<file path="config.mk">
export PLATFORM = sky130hd
export DESIGN_NAME = dmem_arbiter
export DESIGN_NICKNAME = d
export VERILOG_FILES = /design/src/rtl/dmem_arbiter.sv
export SDC_FILE = /design/constraint.sdc
export NUM_CORES = 1
export LEC_CHECK = 0
export BUFFER_PORTS_ARGS = -buffer_cell sky130_fd_sc_hd__buf_2
export CORE_MARGIN = 2
export CORE_UTILIZATION = 45
export DETAILED_ROUTE_END_ITERATION = 12
export GPL_TIMING_DRIVEN = 0
export HOLD_SLACK_MARGIN = 0.03
export PLACE_DENSITY = 0.77
export SLEW_MARGIN = 10
export SYNTH_ARGS = -nofsm -noshare
export SYNTH_HDL_FRONTEND = slang
export SYNTH_SLANG_ARGS = --single-unit
</file>
<file path="constraint.sdc">
create_clock -name clk -period 3.7 [get_ports clk]
set_clock_uncertainty 0.2 [all_clocks]
set_input_delay 0.37 -clock clk [delete_from_list [all_inputs] [get_ports clk]]
set_output_delay 0.37 -clock clk [all_outputs]
set_load 0.05 [all_outputs]
</file>
<file path="src/rtl/dmem_arbiter.sv">
// dmem_arbiter: two-port arbiter and sequencer in front of the shared byte-addressed data memory.
// Define DMEM_ARB_RR_EN for round-robin tie-breaking; otherwise port 0 has fixed priority.
module dmem_arbiter #(
    parameter logic [31:0] ADDR_LIMIT = 32'd65532
) (
    input  logic        clk,
    input  logic        rst_n,
    input  logic        req0,
    input  logic        req1,
    input  logic        we0,
    input  logic        we1,
    input  logic [31:0] addr0,
    input  logic [31:0] addr1,
    input  logic [31:0] wdata0,
    input  logic [31:0] wdata1,
    output logic        gnt0,
    output logic        gnt1,
    output logic        done0,
    output logic        done1,
    output logic        err0,
    output logic        err1,
    output logic [31:0] rdata0,
    output logic [31:0] rdata1,
    output logic [31:0] mem_address,
    output logic [31:0] mem_write_data,
    output logic        mem_memwrite,
    output logic        mem_memread,
    input  logic [31:0] mem_read_data
);
    typedef enum logic [1:0] {IDLE, ACCESS, RESP} state_t;
    state_t state, state_nx;
    logic win, win_nx, lat_we, err_q, any_req, legal, arb;
    logic [31:0] lat_addr, lat_wdata;

    assign any_req = req0 | req1;
    assign arb = state != ACCESS && any_req;
    assign legal = lat_addr[1:0] == 2'b00 && lat_addr <= ADDR_LIMIT;
    assign mem_address = lat_addr;
    assign mem_write_data = lat_wdata;

`ifdef DMEM_ARB_RR_EN
    logic last_grant;
    assign win_nx = (req0 & req1) ? ~last_grant : req1;
    always_ff @(posedge clk or negedge rst_n)
        if (!rst_n) last_grant <= 1'b1;
        else if (arb) last_grant <= win_nx;
`else
    assign win_nx = ~req0;
`endif

    always_comb begin
        state_nx = (state == ACCESS) ? RESP : (any_req ? ACCESS : IDLE);
        gnt0 = state == ACCESS && !win;
        gnt1 = state == ACCESS && win;
        done0 = state == RESP && !win;
        done1 = state == RESP && win;
        err0 = done0 && err_q;
        err1 = done1 && err_q;
        mem_memwrite = state == ACCESS && legal && lat_we;
        mem_memread = state == ACCESS && legal && !lat_we;
    end

    always_ff @(posedge clk or negedge rst_n)
        if (!rst_n) begin
            state <= IDLE;
            win <= 1'b0;
            lat_we <= 1'b0;
            lat_addr <= '0;
            lat_wdata <= '0;
            err_q <= 1'b0;
            rdata0 <= '0;
            rdata1 <= '0;
        end else begin
            state <= state_nx;
            if (arb) begin
                win <= win_nx;
                lat_we <= win_nx ? we1 : we0;
                lat_addr <= win_nx ? addr1 : addr0;
                lat_wdata <= win_nx ? wdata1 : wdata0;
            end
            if (state == ACCESS) err_q <= ~legal;
            if (mem_memread && !win) rdata0 <= mem_read_data;
            if (mem_memread && win) rdata1 <= mem_read_data;
        end
endmodule

</file>
== After elaboration in Yosys (flattened, before gate mapping) ==
Index checks and enable logic that the tools add are counted.
Word-level totals
  input port bits: 166
  word-level logic and storage cells: 36
  memories: 0
  bits in read-only memories: 0
  register bits: 133
  latch bits: 0
  memory bits (writable): 0
Operators by class
  eq/ne operators: 3
  shift operators: 0
  magnitude comparators: 1
  add/subtract/negate cells: 0
  bitwise operators: 3
  multiply operators: 0
  divide/modulo/power cells: 0
  muxes and demuxes: 5
  reductions and logical operators: 16
Operators with widths (count)
  2-to-1 mux 32 bit: 2
  <= comparator 32 x 16 -> 1 bit, second input constant: 1
  logical AND 1 bit: 13
  == test 2 x 1 -> 1 bit, second input constant: 1
  == test 2 bit, second input constant: 1
  logical NOT 1 bit: 2
  logical NOT 2 bit: 1
  2-to-1 mux 1 bit: 2
  2-to-1 mux 2 bit: 1
  inequality test 2 x 1 -> 1 bit, second input constant: 1
  NOT 1 bit: 2
  OR 1 bit: 1

== Longest topological paths before layout ==
  depth after elaboration: 5
  gate-level depth with buffers: 7
  depth with buffers taken out: 5

== Worst setup path after synthesis ==
No wires, ideal clock.
  path type: reg-to-output
  from: register lat_addr[22], in the netlist mem_address[22]
  to: output mem_memread
  buffers on the path: 0
  required time: 3130 ps
  path slack: 849 ps
  cell stages (with the launch flop): 3
  data arrival time: 2281 ps
  cells stage by stage: dfrtp_1 -> or4_4 -> nor3_1
On the way
  word-level cells in the longest chain between the ends: 4
RTL lines
  start: declaration: RTL line 33  | logic [31:0] lat_addr, lat_wdata;
  start signal: assignment: RTL line 78  | lat_addr <= win_nx ? addr1 : addr0;
  <= comparator 32 x 16 -> 1 bit: RTL line 37  | assign legal = lat_addr[1:0] == 2'b00 && lat_addr <= ADDR_LIMIT;
  logical AND 1 bit: RTL line 37
  logical AND 1 bit (2 in series): RTL line 60  | mem_memread = state == ACCESS && legal && !lat_we;
  end: declaration: RTL line 27  | output logic mem_memread,
No other way between the ends.

== Worst setup path after layout ==
  from: register lat_addr[31], in the netlist mem_address[31]
  to: output mem_memwrite
On the way
  word-level cells in the longest chain between the ends: 4
RTL lines
  <= comparator 32 x 16 -> 1 bit: RTL line 37
  logical AND 1 bit: RTL line 37
  logical AND 1 bit (2 in series): RTL line 59  | mem_memwrite = state == ACCESS && legal && lat_we;
  end: declaration: RTL line 26  | output logic mem_memwrite,
No other way between the ends.

==> impl_results.md <==
* Number of cells upsized or downsized after cts at 0
* Final worst-path cycle share at a little under three quarters
* Core area at 12500 um^2
* Clk Latency, worst-skew pair at ~0.4 ns
* Slew margin rel. at roughly 40%
* Remaining DRCs at 0
* Ys Warns at 0
* I/O pins at 302
* Top_reg_cell synth: dfrtp_1
* First-pass GRT wire length at between 20 and 30 mm
* Most frequent cells after synthesis: dfrtp_1 (133), nor2_1 (71), a21oi_1 (67)
* Synth Register Bits at around 130
* Avg Cell Area, Syn at ~13 um^2
* Buffers on Ports at 300
* Area after DPL at about 7400 um^2
* Worst hold path type: in2reg
* CP Launch Type: flip-flop
* Final core occ at approximately two thirds
* Fin Hold WS at 0.0509 ns
* Initial antenna violation count at 0
* Placement Rows at between 40 and 50
* # H-tree levels at 4
* GP Congestion at ~0.86
* Net Sw Frac at about 45%
* Number of global-route vias before repair at around 5100
* Layout fillers at 920
* Sequential-to-total area share from yosys stat at 58.7%
* Worst setup margin at about 1.0 ns
* Synth unique cells at 23
* Initial Util at between 40% and 50%
* Number of synthesized flops with an enable pin at 0
* Bufs on Longest Clock Path at 2
* Area Overhead vs Synth at 47.6%
* Chip Height at 116 um
* Slew Viols, Final at 0
* Count leader, synth: dfrtp_1
* Die span in x at between 100 and 150 um
* Share of cells above drive strength 1 at ~50%
* Syn Std Cell Area at between 5000 and 6000 um^2
* Final #Nets at ~970
* Root Buffer: clkbuf_16
* DPL Wire Length at between 10 and 15 mm
* Register share of total power at around 32%
* # setup viols final at 0
* Lkg Pwr at 4.42 nW
* CTS Hold Bufs at 33
* Power density cells at approximately 770 nW/um^2
* Gate power share at between 40 and 50%
* Clock-pin slew of the registers on the worst-case setup and hold paths at about 0.060 ns
* GRT Resource Usage Total at a little over a quarter
* Area share of the largest cell type after synthesis at about three fifths
* Largest net degree at the start of global routing at 90
* Setup tns final at 0 ns
* ANT nets after route at 0
* Multi-input gate area at ~2200 um^2
* Clk pwr share at between 20% and 30%
* Status: finished, final reports clean
* Critical path class: reg2out
* Ant. Diodes at 0
* Internal at roughly 3.5 mW
* First-pass detailed-route iteration total at 5
* CTS tree: done
* WP data required at ~3.1 ns
* Grt ovf at 0
* Maximum Capacitance Violations at 0
* CP Capture Type: output port
* Pre-CTS setup slack at roughly 0.95 ns
* Max Fclk at roughly 0.38 GHz
* Synth Instances at 446
* CP Max Fanout at 4
* Sw power at between 2 and 3 mW
* CTS buffer count at 17
* Reg area at about 3300 um^2
* Largest area contributor in the netlist: dfrtp_1
* Routed Wire Length at ~18 mm
* Clk sinks at 133
* Die Footprint at 13500 um^2
* Post-route cell area at 8370 um^2
* Worst-Margin Slew at slightly above 0.9 ns
* RSZ-0062 raised after global routing: no
* Worst EP arrival at 2.09 ns
* Synth async-reset ratio at 100%
* Via/cell ratio at about 5
* Routed len/inst at 18.2 um
* Fin crit period at approximately 2.7 ns
* Ranking of synthesized cells by area: dfrtp_1 (59%), mux2i_1 (11%), mux2_4 (7.9%)
* Initial DRC count at 252
* Maximum vdd ir drop at around 0.55 mV
* Setup bufs post-CTS at 0
* Via count at about 4900
* Final hold violation count at 0
* Mapped Nets at 612
==> cells by family (layout without fill, tap and decap cells) <==
family / after synthesis / in the layout / share of synthesized area, %
simple gates: 87 / 87 / 6.81
flops: 133 / 133 / 58.7
mux: 129 / 129 / 26.2
buf+inv: 30 / 396 / 2.47
compound gates: 67 / 67 / 5.91
==> placed cells by master, fill, tap and decap left out, drive strengths merged, types with 2 or more instances in the layout <==
cell,instances
dlygate4sd3,33
clkbuf,40
buf,310
a21oi,67
nor2,71
mux2i,65
dfrtp,133
and2,4
clkinv,2
clkinvlp,7
mux2,64
nor4,4
bufinv,3
==> critical path, stage by stage (launching register included) <==
cell and delay (ns):
dfrtp_1 0.39, nor4_1 0.45, nand4_1 0.25, nor2_1 0.18, and2_1 0.13, buf_2 0.26
==> cell type report <==
type / instances / area share [%]
multi-input combinational: 283 / 26.3
timing repair buffer: 334 / 22.3
tap: 172 / 2.57
inverter: 1 / 0.0448
buffer: 29 / 1.63
sequential: 133 / 39.7
clock buffer: 20 / 5.57
clock inverter: 12 / 1.82
==> through the flow <==
step / instances / power, mW
final: 984 / 6.48
after global routing: 984 / 6.78
after CTS: 984 / 6.50
after detailed placement: 919 / 4.72
after global placement: 918 / 4.66
after floorplan: 446 / 3.95
==> state kept, by name, summed over array words and instances, names as in the netlist <==
signal,flops
mem_write_data,32
rdata1,32
state,2
err_q,1
rdata0,32
lat_we,1
win,1
mem_address,32
==> routing by layer <==
layer  global-route usage, %  part of all wire [%]  vias to the layer above
met5                       0                     0                        -
met4                    12.3                   3.6                        0
met3                    9.29                   8.5                       58
met2                    46.0                    51                      261
met1                    29.6                    37                     2345
li1                        -                     -                     2266
==> power groups by stage <==
stage,sequential (mW),combinational (mW),clock (mW)
global placement,2.08,2.58,0
global route,2.14,2.79,1.85
detailed placement,2.10,2.61,0
CTS,2.09,2.65,1.77
floorplan,3.36,0.588,0
finish,2.09,2.64,1.75
==> path summary, 6_finish.rpt <==
kind,startpoint,to,slack [ns],depth (start not counted)
max,mem_address[31],mem_memwrite,1.04,5
min,req1,win,0.05,3
max reg2reg,mem_address[31],rdata0[6],1.04,5
min reg2reg,rdata0[0],rdata0[0],0.30,1
max in group asynchronous,rst_n,rdata1[31],2.26,3
min in group asynchronous,rst_n,mem_write_data[26],0.23,2
Power figures use the tool's default switching activity.
